File: config.mk
export PLATFORM = sky130hd
export DESIGN_NAME = inference_sequencer
export DESIGN_NICKNAME = d
export VERILOG_FILES = /design/src/rtl/inference_sequencer.sv
export SDC_FILE = /design/constraint.sdc
export NUM_CORES = 1
export LEC_CHECK = 0
export CORE_MARGIN = 2
export CORE_UTILIZATION = 45
export CTS_BUF_LIST = sky130_fd_sc_hd__clkbuf_2 sky130_fd_sc_hd__clkbuf_4 sky130_fd_sc_hd__clkbuf_8
export DETAILED_ROUTE_END_ITERATION = 10
export GPL_ROUTABILITY_DRIVEN = 0
export GPL_TIMING_DRIVEN = 0
export PLACE_DENSITY = 0.65
export SLEW_MARGIN = 15
export SYNTH_ARGS = -nofsm -noshare
export SYNTH_HDL_FRONTEND = slang
export SYNTH_SLANG_ARGS = --single-unit
File: constraint.sdc
create_clock -name clk -period 8.5 [get_ports clk]
set_input_delay 1.275 -clock clk [delete_from_list [all_inputs] [get_ports clk]]
set_output_delay 1.275 -clock clk [all_outputs]
set_load 0.01 [all_outputs]
File: src/rtl/inference_sequencer.sv
// Start/done initiator for the inference accelerator: runs a batch of back-to-back
// inferences with an optional per-run timeout and keeps latency statistics.
module inference_sequencer #(
    parameter int WIDTH  = 16,
    parameter int RUNS_W = 8
) (
    input  logic                    clk,
    input  logic                    reset,
    input  logic                    go,
    input  logic [RUNS_W-1:0]       num_runs,
    input  logic [WIDTH-1:0]        timeout_cycles,
    output logic                    start,
    input  logic                    done,
    output logic                    busy,
    output logic                    batch_done,
    output logic                    timeout_flag,
    output logic [WIDTH-1:0]        last_latency,
    output logic [WIDTH-1:0]        min_latency,
    output logic [WIDTH-1:0]        max_latency,
    output logic [WIDTH+RUNS_W-1:0] sum_latency,
    output logic [RUNS_W-1:0]       runs_completed
);

    localparam int SUM_W = WIDTH + RUNS_W;
    localparam logic [WIDTH-1:0] ALL_ONES = '1;

    typedef enum logic [2:0] {
        S_IDLE,
        S_ISSUE,
        S_WAIT,
        S_GAP,
        S_FINISH
    } state_t;

    state_t            state_q, state_d;
    logic [WIDTH-1:0]  cnt_q, cnt_d;
    logic [RUNS_W-1:0] num_runs_q, num_runs_d;
    logic [WIDTH-1:0]  timeout_q, timeout_d;
    logic              start_q, start_d;
    logic              busy_q, busy_d;
    logic              batch_done_q, batch_done_d;
    logic              timeout_flag_q, timeout_flag_d;
    logic [WIDTH-1:0]  last_q, last_d;
    logic [WIDTH-1:0]  min_q, min_d;
    logic [WIDTH-1:0]  max_q, max_d;
    logic [SUM_W-1:0]  sum_q, sum_d;
    logic [RUNS_W-1:0] runs_q, runs_d;

    logic [WIDTH-1:0]  lat;
    logic              timeout_hit;
    logic              last_run;

    // A saturated counter reports a saturated latency rather than wrapping to 0.
    assign lat         = (cnt_q == ALL_ONES) ? ALL_ONES : cnt_q + WIDTH'(1);
    assign timeout_hit = (state_q == S_WAIT) && !done && (timeout_q != '0)
                         && ((cnt_q + WIDTH'(1)) == timeout_q);
    assign last_run    = (runs_q + RUNS_W'(1)) == num_runs_q;

    always_ff @(posedge clk) begin
        if (reset) begin
            state_q        <= S_IDLE;
            cnt_q          <= '0;
            num_runs_q     <= '0;
            timeout_q      <= '0;
            start_q        <= 1'b0;
            busy_q         <= 1'b0;
            batch_done_q   <= 1'b0;
            timeout_flag_q <= 1'b0;
            last_q         <= '0;
            min_q          <= ALL_ONES;
            max_q          <= '0;
            sum_q          <= '0;
            runs_q         <= '0;
        end else begin
            state_q        <= state_d;
            cnt_q          <= cnt_d;
            num_runs_q     <= num_runs_d;
            timeout_q      <= timeout_d;
            start_q        <= start_d;
            busy_q         <= busy_d;
            batch_done_q   <= batch_done_d;
            timeout_flag_q <= timeout_flag_d;
            last_q         <= last_d;
            min_q          <= min_d;
            max_q          <= max_d;
            sum_q          <= sum_d;
            runs_q         <= runs_d;
        end
    end

    always_comb begin
        state_d = state_q;
        case (state_q)
            S_IDLE:   if (go) state_d = (num_runs == '0) ? S_FINISH : S_ISSUE;
            S_ISSUE:  state_d = S_WAIT;
            S_WAIT: begin
                if (done)             state_d = last_run ? S_FINISH : S_GAP;
                else if (timeout_hit) state_d = S_FINISH;
            end
            S_GAP:    state_d = S_ISSUE;
            S_FINISH: state_d = S_IDLE;
            default:  state_d = S_IDLE;
        endcase
    end

    // Control outputs are registered from the next state so they line up with it.
    always_comb begin
        cnt_d          = cnt_q;
        num_runs_d     = num_runs_q;
        timeout_d      = timeout_q;
        timeout_flag_d = timeout_flag_q;
        last_d         = last_q;
        min_d          = min_q;
        max_d          = max_q;
        sum_d          = sum_q;
        runs_d         = runs_q;
        case (state_q)
            S_IDLE: begin
                if (go) begin
                    num_runs_d     = num_runs;
                    timeout_d      = timeout_cycles;
                    timeout_flag_d = 1'b0;
                    last_d         = '0;
                    min_d          = ALL_ONES;
                    max_d          = '0;
                    sum_d          = '0;
                    runs_d         = '0;
                end
            end
            S_ISSUE: cnt_d = '0;
            S_WAIT: begin
                if (done) begin
                    last_d = lat;
                    if (lat < min_q) min_d = lat;
                    if (lat > max_q) max_d = lat;
                    sum_d  = sum_q + SUM_W'(lat);
                    runs_d = runs_q + RUNS_W'(1);
                end else if (timeout_hit) begin
                    timeout_flag_d = 1'b1;
                end else if (cnt_q != ALL_ONES) begin
                    cnt_d = cnt_q + WIDTH'(1);
                end
            end
            default: ;
        endcase
        start_d      = (state_d == S_ISSUE);
        busy_d       = (state_d != S_IDLE);
        batch_done_d = (state_d == S_FINISH);
    end

    assign start          = start_q;
    assign busy           = busy_q;
    assign batch_done     = batch_done_q;
    assign timeout_flag   = timeout_flag_q;
    assign last_latency   = last_q;
    assign min_latency    = min_q;
    assign max_latency    = max_q;
    assign sum_latency    = sum_q;
    assign runs_completed = runs_q;

endmodule
Word-level counts from Yosys, hierarchy flattened
Index checks and enable logic that the tools add are counted.

Input bits: 28. Word-level logic and storage cells: 82. Flip-flop bits (word level): 127.

Magnitude comparators: 2. $add $sub $neg: 3. Reduce and logical (&&, ||, !) cells: 16. Equality and inequality tests: 17. Muxes and demuxes: 31.

Operator list (number): $mux W16 (11); $pmux W16 S2 (4); $mux W24 (2); $pmux W24 S2 (1); $add A24 B16 Y24 (1); $add A16 B1 Y16 const B (1); $eq A16 B16 Y1 (1); $eq A16 B16 Y1 const B (1); $gt A16 B16 Y1 (1); $lt A16 B16 Y1 (1); $mux W8 (2); $ne A16 B16 Y1 const B (1); $pmux W8 S2 (1); $reduce_and A4 Y1 (4); $reduce_bool A16 Y1 (1); $mux W3 (5); $pmux W3 S4 (1); $ne A2 B2 Y1 const B (5); $add A8 B1 Y8 const B (1); $eq A8 B8 Y1 (1); $logic_not A8 Y1 (1); $eq A3 B1 Y1 const B (2); $eq A3 B2 Y1 const B (2); $ne A2 B1 Y1 const B (3); other kinds (10) (15).

Longest topological paths before layout
Word-level depth: 8. Depth in mapped cells: 17. Gate-level depth less buffers: 15.

Least setup slack after synthesis
No wires, ideal clock.

Path type: flip-flop to flip-flop. Start point: reg cnt_q[1]. End point: reg sum_q[23] (netlist: sum_latency[23]). Clock period less this slack: 3897 ps. Library setup time: 70 ps. Arrival: 3827 ps. Buffers on the path: 2. Cell stages (with the launch flop): 17. Slack: 4603 ps. Data required time: 8430 ps. Path through: dfxtp_1 ha_1 clkbuf_2 nand2_1 nor4_4 nand3_1 clkbuf_1 o21ai_0 ha_1 nor3_1 o21a_1 o31ai_1 o41ai_1 o21ai_1 a21oi_1 or4_1 a21oi_1.

Longest elaborated chain between the ends: 5.

Ends and longest elaborated chain: start, declared (line 36) `logic [WIDTH-1:0] cnt_q, cnt_d;`; start signal, assigned (line 76) `cnt_q <= cnt_d;`; $add A16 B1 Y16 or $eq A16 B16 Y1 (tied branches) (line 54) `assign lat = (cnt_q == ALL_ONES) ? ALL_ONES : cnt_q + WIDTH'(1);`; $mux W16 * (line 54); $add A24 B16 Y24 * (line 136) `sum_d = sum_q + SUM_W'(lat);`; $mux W24 * (line 132) `if (done) begin`; $pmux W24 S2 * (line 117) `case (state_q)`; end signal, assigned (line 86) `sum_q <= sum_d;`; end, declared (line 46) `logic [SUM_W-1:0] sum_q, sum_d;`.

Every way passes the cells marked *; elsewhere a longest branch is shown, timed or not. The select of a mux whose other input is x is not followed. A chain may end at the register's enable or synchronous reset.

Worst setup path in the final report
Ends and elaborated chain as after synthesis.

==> results.json <==
{
  "status": "complete, no violations",
  "synth_edf_count": 0,
  "wl_per_cell_microns": 18.1,
  "yosys-top-cells-area": "dfxtp_1, ha_1, a21oi_1, nand2_1, nor2_1",
  "grt_pass1_wl_microns": 38000,
  "worstPathMaxFanout": 10,
  "synth_top_area_cell": "dfxtp_1",
  "fmax_mhz": 196,
  "cp.depth": 16,
  "yosys_warnings": 0,
  "tns_ns": 0,
  "syn_area_sq_um": 7880,
  "wirelength_microns": 24200,
  "initial_core_util_pct": 45.7,
  "cts_tree": "done",
  "setup_viol": 0,
  "firstDrtPassIters": 5,
  "die_h_microns": 136,
  "required_ns": 8.84,
  "postCtsSetupBuffers": 0,
  "intPower_mw": 0.955,
  "grt.total_usage_pct": 26.6,
  "seq_area_frac_synth_pct": 32.3,
  "ir_drop_v": 0.0000952,
  "yosysMostFrequentCell": "dfxtp_1",
  "cts-buffers-inserted": 17,
  "dieArea_sq_um": 18600,
  "hp-class": "register to register",
  "critical_path.top_delay_family": "compound AO/OA/AOI/OAI gates",
  "synth-async-reset-ratio_pct": 0,
  "port_buffers": 111,
  "syn_nets": 1045,
  "leakagePower_nw": 3.95,
  "relSlewSlack_pct": 37.9,
  "crit_path_start_kind": "register",
  "clk_path_buf_depth": 2,
  "period_needed_ns": 5.09,
  "crit_arrival_ns": 5.43,
  "cts_max_level": 4,
  "rows": 48,
  "antenna_found_initial": 0,
  "crit_path_end_kind": "register",
  "combPwrFrac_pct": 14.8,
  "drive_gt1_share_pct": 7.66,
  "grt_pass1_vias": 7070,
  "core_area_sq_um": 17200,
  "num-fill-cells": 1668,
  "final_hold_viol_count": 0,
  "ios": 112,
  "synth_ff_type": "dfxtp_1",
  "cpMaxStageDelayCell": "nor4_4",
  "overflow": 0,
  "ys_types": 76,
  "clkLatencyLatePin_ns": 0.47,
  "grt_max_degree": 17,
  "drc_errors": 0,
  "synthToLayoutAreaGrowth_pct": 22.7,
  "crit_chain": "ha_1, clkbuf_2, nand2_1, nor4_4, nand3_1, clkbuf_1, o21ai_1, ha_1, o21a_1, o21ai_0, o31ai_1, o41ai_1, o21ai_1, a21oi_1, or4_1, a21oi_1",
  "fin_nets": 1175,
  "ff2ff_path_depth": 16,
  "vias": 7656,
  "pwr-share-clk_pct": 39.3,
  "dp.final_hpwl_microns": 18000,
  "yosysTopAreaCellShare_pct": 32.3,
  "drv_cap": 0,
  "cts.clk_slew.worst_paths_ns": 0.09,
  "cts-root-buf": "clkbuf_8",
  "avgSynthCellArea_sq_um": 8.15,
  "via_per_inst": 5.73,
  "power-per-cell-area_nw_per_um2": 142,
  "ctsHoldBuffers": 0,
  "synth_commonest_cells": "dfxtp_1, nand2_1, nor2_1, a21oi_1, ha_1",
  "ant_nets": 0,
  "die_x_microns": 136,
  "fin_worst_skew_ns": 0.0165,
  "critPathMaxStageDelay_ns": 0.56,
  "antenna_cells": 0,
  "switching_share_pct": 30.3,
  "fin_hold_ws_ns": 0.472,
  "switchingPower_mw": 0.416,
  "critPathBufInv": 2,
  "hold-path-cell-count": 2,
  "synth_cells": 967,
  "seqPwrFrac_pct": 45.9,
  "cts-resized-gates": 0,
  "synth_seq_cells": 127,
  "crit_type": "register to register",
  "finalCritPeriodShare_pct": 59.9,
  "clock_sinks": 127,
  "tightest_slew_ns": 0.925,
  "first_iter_violations": 558,
  "slew_viol_final": 0,
  "rsz0062_at_grt": "false"
}
## flip-flops by register name, indices dropped and copies added, names as in the netlist
| signal | count |
|---|---|
| batch_done | 1 |
| busy | 1 |
| cnt_q | 16 |
| last_latency | 16 |
| max_latency | 16 |
| min_latency | 16 |
| num_runs_q | 8 |
| runs_completed | 8 |
| start | 1 |
| state_q | 3 |
| sum_latency | 24 |
| timeout_flag | 1 |
| timeout_q | 16 |
## layer usage
| metal | global-route usage [%] | share of wire (%) | vias up |
|---|---|---|---|
| met5 | 0 | 0 | - |
| met4 | 7.58 | 1.8 | 0 |
| met3 | 5.37 | 5.5 | 36 |
| met2 | 44.1 | 47 | 219 |
| met1 | 35.0 | 45 | 3627 |
| li1 | - | - | 3774 |
## power groups by stage
stage	sequential (mW)	combinational (mW)	clock, mW
detailed placement	0.643	0.201	0
finish	0.630	0.203	0.538
global placement	0.643	0.198	0
global route	0.632	0.222	0.572
floorplan	0.640	0.126	0
CTS	0.629	0.202	0.546
## path summary, 6_finish.rpt
kind                 startpoint  slack [ns]               to
hold / removal    num_runs_q[7]        0.47    num_runs_q[7]
setup / recovery       cnt_q[1]        3.41  sum_latency[23]
setup reg to reg       cnt_q[1]        3.41  sum_latency[23]
hold reg to reg   num_runs_q[7]        0.47    num_runs_q[7]
## placed cells by master, fill, tap and decap left out, drive strengths merged, types with 6 or more instances in the layout
cell type and n:
nor3 20, a22oi 19, or3 10, nor3b 21
and3 14, o31ai 19, clkbuf 62, or4 10
nand3 31, nand2 98, xor2 15, dfxtp 127
o21ai 39, inv 44, xnor2 28, and2 8
nand2b 18, nand4 21, or2 8, o21bai 17
a32o 16, a21oi 86, a21o 13, a31oi 7
ha 49, clkinv 6, nor2b 8, buf 15
nor4 13, o21a 7, nor2 86, clkdlybuf4s50 111
## per-stage QoR
stage / cell area (sq um) / std cells / setup slack, ns / utilization (%) / total power, mW
after CTS: 9670 / 1335 / 3.45 / 56.1 / 1.38
after floorplan: 7880 / 967 / 4.60 / - / 0.766
final: 9670 / 1335 / 3.41 / 56.1 / 1.37
after detailed placement: 9280 / 1303 / 3.46 / 53.8 / 0.844
after global placement: 9280 / 1303 / 3.38 / 53.8 / 0.841
after global routing: 9670 / 1335 / 2.94 / 56.1 / 1.43
## worst reg2reg max path, stage by stage, from the launching register on
cell and delay, ns:
dfxtp_1 0.45, ha_1 0.19, clkbuf_2 0.19, nand2_1 0.20
nor4_4 0.56, nand3_1 0.30, clkbuf_1 0.34, o21ai_1 0.52
ha_1 0.42, o21a_1 0.12, o21ai_0 0.21, o31ai_1 0.16
o41ai_1 0.54, o21ai_1 0.24, a21oi_1 0.31, or4_1 0.16
a21oi_1 0.06
## area by class of cell
cell class / count / area, sq um / area share (%)
clock inverter: 14 / 158 / 1.63
timing repair buffer: 111 / 1110 / 11.5
multi-input combinational: 740 / 4920 / 50.9
buffer: 59 / 267 / 2.75
sequential: 127 / 2540 / 26.3
tap: 225 / 282 / 2.91
inverter: 41 / 154 / 1.59
clock buffer: 18 / 241 / 2.50
## cell families after synthesis
kind of cell	share of synthesized area, %
and+or+nand+nor	25.7
xor gates and xnor gates	5.44
adders and majority gates	8.03
buffers and inverters	5.33
muxes	0.254
AOI/OAI and AO/OA	23.0
DFF	32.3
Power figures use the tool's default switching activity.
